--- config.mk ---
export PLATFORM = sky130hd
export DESIGN_NAME = operand_loader
export DESIGN_NICKNAME = d
export VERILOG_FILES = /design/src/rtl/operand_loader_pkg.sv /design/src/rtl/operand_loader_btn_sync.sv /design/src/rtl/operand_loader.sv
export SDC_FILE = /design/constraint.sdc
export NUM_CORES = 1
export LEC_CHECK = 0
export ABC_AREA = 1
export CAP_MARGIN = 20
export CORE_UTILIZATION = 39
export CTS_CLUSTER_DIAMETER = 100
export DETAILED_ROUTE_END_ITERATION = 7
export PLACE_DENSITY_LB_ADDON = 0.3
export REMOVE_ABC_BUFFERS = 1
export SLEW_MARGIN = 40
export SYNTH_ARGS = -nofsm -noshare
export SYNTH_HDL_FRONTEND = slang
export SYNTH_HIERARCHICAL = 1
export SYNTH_SLANG_ARGS = --single-unit
--- constraint.sdc ---
create_clock -name Clk -period 1.5 [get_ports Clk]
set_clock_uncertainty 0.15 [all_clocks]
set_input_delay 0.225 -clock Clk [delete_from_list [all_inputs] [get_ports Clk]]
set_output_delay 0.225 -clock Clk [all_outputs]
set_load 0.02 [all_outputs]
--- src/rtl/operand_loader_pkg.sv ---
// operand_loader_pkg: shared state encoding and widths for the operand loader.
`default_nettype none

package operand_loader_pkg;

  localparam int STAGE_W     = 2;
  localparam int ADDER_WIDTH = 8;

  typedef enum logic [STAGE_W-1:0] {
    S_A    = 2'd0,
    S_B    = 2'd1,
    S_DONE = 2'd2
  } state_t;

endpackage : operand_loader_pkg

`default_nettype wire

--- src/rtl/operand_loader_btn_sync.sv ---
// btn_sync: 2-flop synchroniser, optional debounce, rising-edge press pulse.
// Debounce compiled in with OPERAND_LOADER_DEBOUNCE_EN.
`default_nettype none

module btn_sync #(
  parameter int DEBOUNCE_CYCLES = 16
) (
  input  logic Clk,
  input  logic Clear,
  input  logic Btn_in,
  output logic Press
);

  logic sync1_q;
  logic sync2_q;
  logic prev_q;
  logic level;

  // Everything resets high so a button held across reset release is not a press.
  always_ff @(posedge Clk or negedge Clear) begin
    if (!Clear) begin
      sync1_q <= 1'b1;
      sync2_q <= 1'b1;
    end else begin
      sync1_q <= Btn_in;
      sync2_q <= sync1_q;
    end
  end

`ifdef OPERAND_LOADER_DEBOUNCE_EN
  localparam int CNT_W = (DEBOUNCE_CYCLES > 2) ? $clog2(DEBOUNCE_CYCLES) : 1;

  logic [CNT_W-1:0] cnt_q, cnt_d;
  logic             level_q, level_d;

  // Counter only survives consecutive mismatch cycles; the level flips on the last one.
  always_comb begin
    cnt_d   = '0;
    level_d = level_q;
    if (sync2_q != level_q) begin
      if (cnt_q == CNT_W'(DEBOUNCE_CYCLES - 1)) begin
        level_d = sync2_q;
      end else begin
        cnt_d = cnt_q + 1'b1;
      end
    end
  end

  always_ff @(posedge Clk or negedge Clear) begin
    if (!Clear) begin
      cnt_q   <= '0;
      level_q <= 1'b1;
    end else begin
      cnt_q   <= cnt_d;
      level_q <= level_d;
    end
  end

  assign level = level_q;
`else
  logic unused_debounce_cfg;
  assign unused_debounce_cfg = ^DEBOUNCE_CYCLES;
  assign level = sync2_q;
`endif

  always_ff @(posedge Clk or negedge Clear) begin
    if (!Clear) begin
      prev_q <= 1'b1;
    end else begin
      prev_q <= level;
    end
  end

  assign Press = level & ~prev_q;

endmodule : btn_sync

`default_nettype wire

--- src/rtl/operand_loader.sv ---
// operand_loader: captures two switch operands on Enter presses, Back undoes.
// Optional debounce via OPERAND_LOADER_DEBOUNCE_EN.
`default_nettype none

module operand_loader
  import operand_loader_pkg::*;
#(
  parameter int WIDTH           = ADDER_WIDTH,
  parameter int DEBOUNCE_CYCLES = 16
) (
  input  logic               Clk,
  input  logic               Clear,
  input  logic [WIDTH-1:0]   Sw,
  input  logic               Enter,
  input  logic               Back,
  output logic [WIDTH-1:0]   Data1,
  output logic [WIDTH-1:0]   Data2,
  output logic               Valid,
  output logic [STAGE_W-1:0] Stage
);

  logic enter_press;
  logic back_press;

  btn_sync #(.DEBOUNCE_CYCLES(DEBOUNCE_CYCLES)) u_enter (
    .Clk    (Clk),
    .Clear  (Clear),
    .Btn_in (Enter),
    .Press  (enter_press)
  );

  btn_sync #(.DEBOUNCE_CYCLES(DEBOUNCE_CYCLES)) u_back (
    .Clk    (Clk),
    .Clear  (Clear),
    .Btn_in (Back),
    .Press  (back_press)
  );

  state_t           state_q;
  logic [WIDTH-1:0] data1_q;
  logic [WIDTH-1:0] data2_q;
  logic             valid_q;

  // Back is checked first in every state so a simultaneous Enter is dropped.
  always_ff @(posedge Clk or negedge Clear) begin
    if (!Clear) begin
      state_q <= S_A;
      data1_q <= '0;
      data2_q <= '0;
      valid_q <= 1'b0;
    end else begin
      case (state_q)
        S_A: begin
          if (enter_press && !back_press) begin
            data1_q <= Sw;
            state_q <= S_B;
          end
        end
        S_B: begin
          if (back_press) begin
            state_q <= S_A;
          end else if (enter_press) begin
            data2_q <= Sw;
            valid_q <= 1'b1;
            state_q <= S_DONE;
          end
        end
        S_DONE: begin
          if (back_press) begin
            valid_q <= 1'b0;
            state_q <= S_B;
          end else if (enter_press) begin
            data1_q <= Sw;
            valid_q <= 1'b0;
            state_q <= S_B;
          end
        end
        default: begin
          valid_q <= 1'b0;
          state_q <= S_A;
        end
      endcase
    end
  end

  assign Data1 = data1_q;
  assign Data2 = data2_q;
  assign Valid = valid_q;
  assign Stage = state_q;

endmodule : operand_loader

`default_nettype wire
==> metrics.yaml <==
crit_path_max_fanout: 9
drive_gt1_frac: 0.435
synth_largest_area_cell: "dfrtp_1"
grt_max_degree: 26
ys_seq_area_frac: 0.629
wl_per_cell_um: 12.7
via_count: 743
die_h_um: 52.8
final_nets: 144
cts_buffer_depth: 2
rows: 18
cp-start-kind: "register"
irDropWorstVdd_mv: 0.977
die-area_mm2: 0.00279
dieWidth_um: 52.8
relSlewSlack: 0.761
yosys-top-cells-area: "dfrtp_1 (47%), dfstp_2 (16%), o21ai_2 (14%), nand2_1 (6.7%), inv_1 (5.2%)"
synth_area_per_cell_um2: 11.3
yosysMostFrequentCell: "dfrtp_1"
grt_use_total: 0.136
setup_viol: 12
register_area_um2: 633
ios: 31
synthTopCellsByCount: "dfrtp_1 (19), nand2_1 (18), o21ai_2 (16), inv_1 (14), dfstp_2 (6)"
cts-htree-levels: 1
rsz0062_at_grt: "true"
grt-ovfl-total: 0
hp-class: "input pin to async pin"
antenna_cells: 0
area_delta_synth_final_pct: 52.2
synth_async_sr_flop_share: 1.00
holdWs_ns: 0.113
drc: 0
worstSetupPathType: "register to register"
detail_route.first_pass.iterations: 5
p_leak_nw: 0.726
syn_area_mm2: 0.00101
synth-seq-cells: 25
synth_top_flop_cell: "dfrtp_1"
clock_latency_ns: 0.30
worst_pin_slew_ns: 0.358
fin_crit_sh: 1.02
fillers: 200
drtAntennaViolNets: 0
p_per_area_mw_per_mm2: 1480
multi_input_area_um2: 429
wirelength_um: 2040
yosysWarnings: 6
worst-r2r-setup-slack_ns: -0.02
crit_path_end_kind: "register"
root_buffer: "clkbuf_4"
cts_tree: "done"
ys_types: 15
viasPerCell: 4.61
synth_edf_count: 0
hpwl_um: 1180
initial_core_util: 0.410
hold_violations: 0
grt_pass1_wl_um: 2730
dp_slack_ns: 0.0287
cap_violations: 0
coreArea_mm2: 0.00245
synth_top_area_frac: 0.473
period_minus_slack_ns: 1.52
cts_buffers: 3
finalMaxSlewViolations: 0
antenna_found_initial: 0
grt_pass1_vias: 621
cts_sinks: 25
drt_iter0_drc: 7
clkTransAtPathRegs_ns: 0.13
status: "finished, violations left"
ctsHoldBuffers: 0
arrival_ns: 1.61
place_congestion: 0.833
netlist_instances: 89
fmax_mhz: 657
cp_data_required_time_ns: 1.59
io_buffers: 30
violations: "negative setup slack"
setup_ws_ns: -0.0226
## layer usage
metal	wire length [um]	GRT usage
met3	81	0.0174
met4	13	0.0658
met2	1120	0.222
met5	0	0
met1	831	0.177
## worst max-delay path: stages (launching register included)
cell and delay [ns]:
dfstp_2 0.56, inv_2 0.03, nor2_2 0.08, inv_2 0.06, nor2_4 0.16, buf_4 0.17, nand2_8 0.10, o21ai_2 0.15
## report_power, final
part	internal, mW	leakage [nW]	switching [mW]	total, mW
Clock	0.104	0.0150	0.185	0.289
Combinational	0.403	0.415	0.578	0.981
Sequential	0.871	0.296	0.125	0.996
## worst paths after layout
check	startpoint	to	depth (start not counted)
worst min register to register	u_back/sync1_q$_DFF_PN1_	u_back/level$_DFF_PN1_	0
worst min-delay path	Clear	Data1[2]$_DFFE_PN0P_	2
worst max-delay path	u_enter/level$_DFF_PN1_	Data2[1]$_DFFE_PN0P_	7
min in group Clk	Back	u_back/sync1_q$_DFF_PN1_	1
worst max register to register	u_enter/level$_DFF_PN1_	Data2[1]$_DFFE_PN0P_	7
max in group asynchronous	Clear	u_enter/prev_q$_DFF_PN1_	2
## cells by family (layout without fill, tap and decap cells)
group,after synthesis,count (layout),synth area share
buffers and inverters,18,57,0.0821
DFF,25,25,0.629
AOI/OAI and AO/OA,19,19,0.154
and+or+nand+nor,27,30,0.134
## layout make-up
class                      instances  share of cell area
tap                               30              0.0245
timing repair buffer              37               0.225
clock buffer                       4              0.0172
multi-input combinational         49               0.280
sequential                        25               0.413
inverter                          16              0.0392
## what timing repair did
action,4_1_cts,5_1_grt
gates resized for setup,19,26
gates cloned,0,3
setup endpoints to repair,20,18
setup buffers,0,5
pin swaps,0,4
endpoints found under the hold margin,0,0
## stage by stage
| stage | power [mW] | std cells | instance area, um^2 | utilization | setup TNS, ns |
|---|---|---|---|---|---|
| final | 2.27 | 161 | 1530 | 0.624 | -0.138 |
| after global routing | 2.39 | 161 | 1530 | 0.624 | -1.24 |
| after floorplan | 1.50 | 87 | 983 | - | 0 |
| after global placement | 1.95 | 149 | 1340 | 0.544 | 0 |
| after CTS | 2.12 | 153 | 1340 | 0.545 | -0.00765 |
| after detailed placement | 1.96 | 149 | 1340 | 0.544 | 0 |
## cell usage in the layout, fill, tap and decap left out
cell type / synthesis / layout
dfrtp_1: 19 / 19
dlygate4sd2_1: 0 / 19
o21ai_2: 16 / 17
inv_1: 14 / 13
clkdlybuf4s50_1: 0 / 11
nand2_2: 1 / 7
nand2_1: 18 / 7
dfstp_2: 6 / 6
nand2_8: 0 / 5
nand2_4: 2 / 5
buf_4: 0 / 5
inv_2: 2 / 3
clkbuf_4: 0 / 3
nor2_4: 1 / 2
nor2_2: 3 / 2
nand3_1: 1 / 1
a21oi_1: 1 / 1
o21ai_0: 2 / 1
nor2_1: 1 / 1
clkbuf_1: 0 / 1
buf_12: 0 / 1
buf_6: 2 / 1
Power figures use the tool's default switching activity.
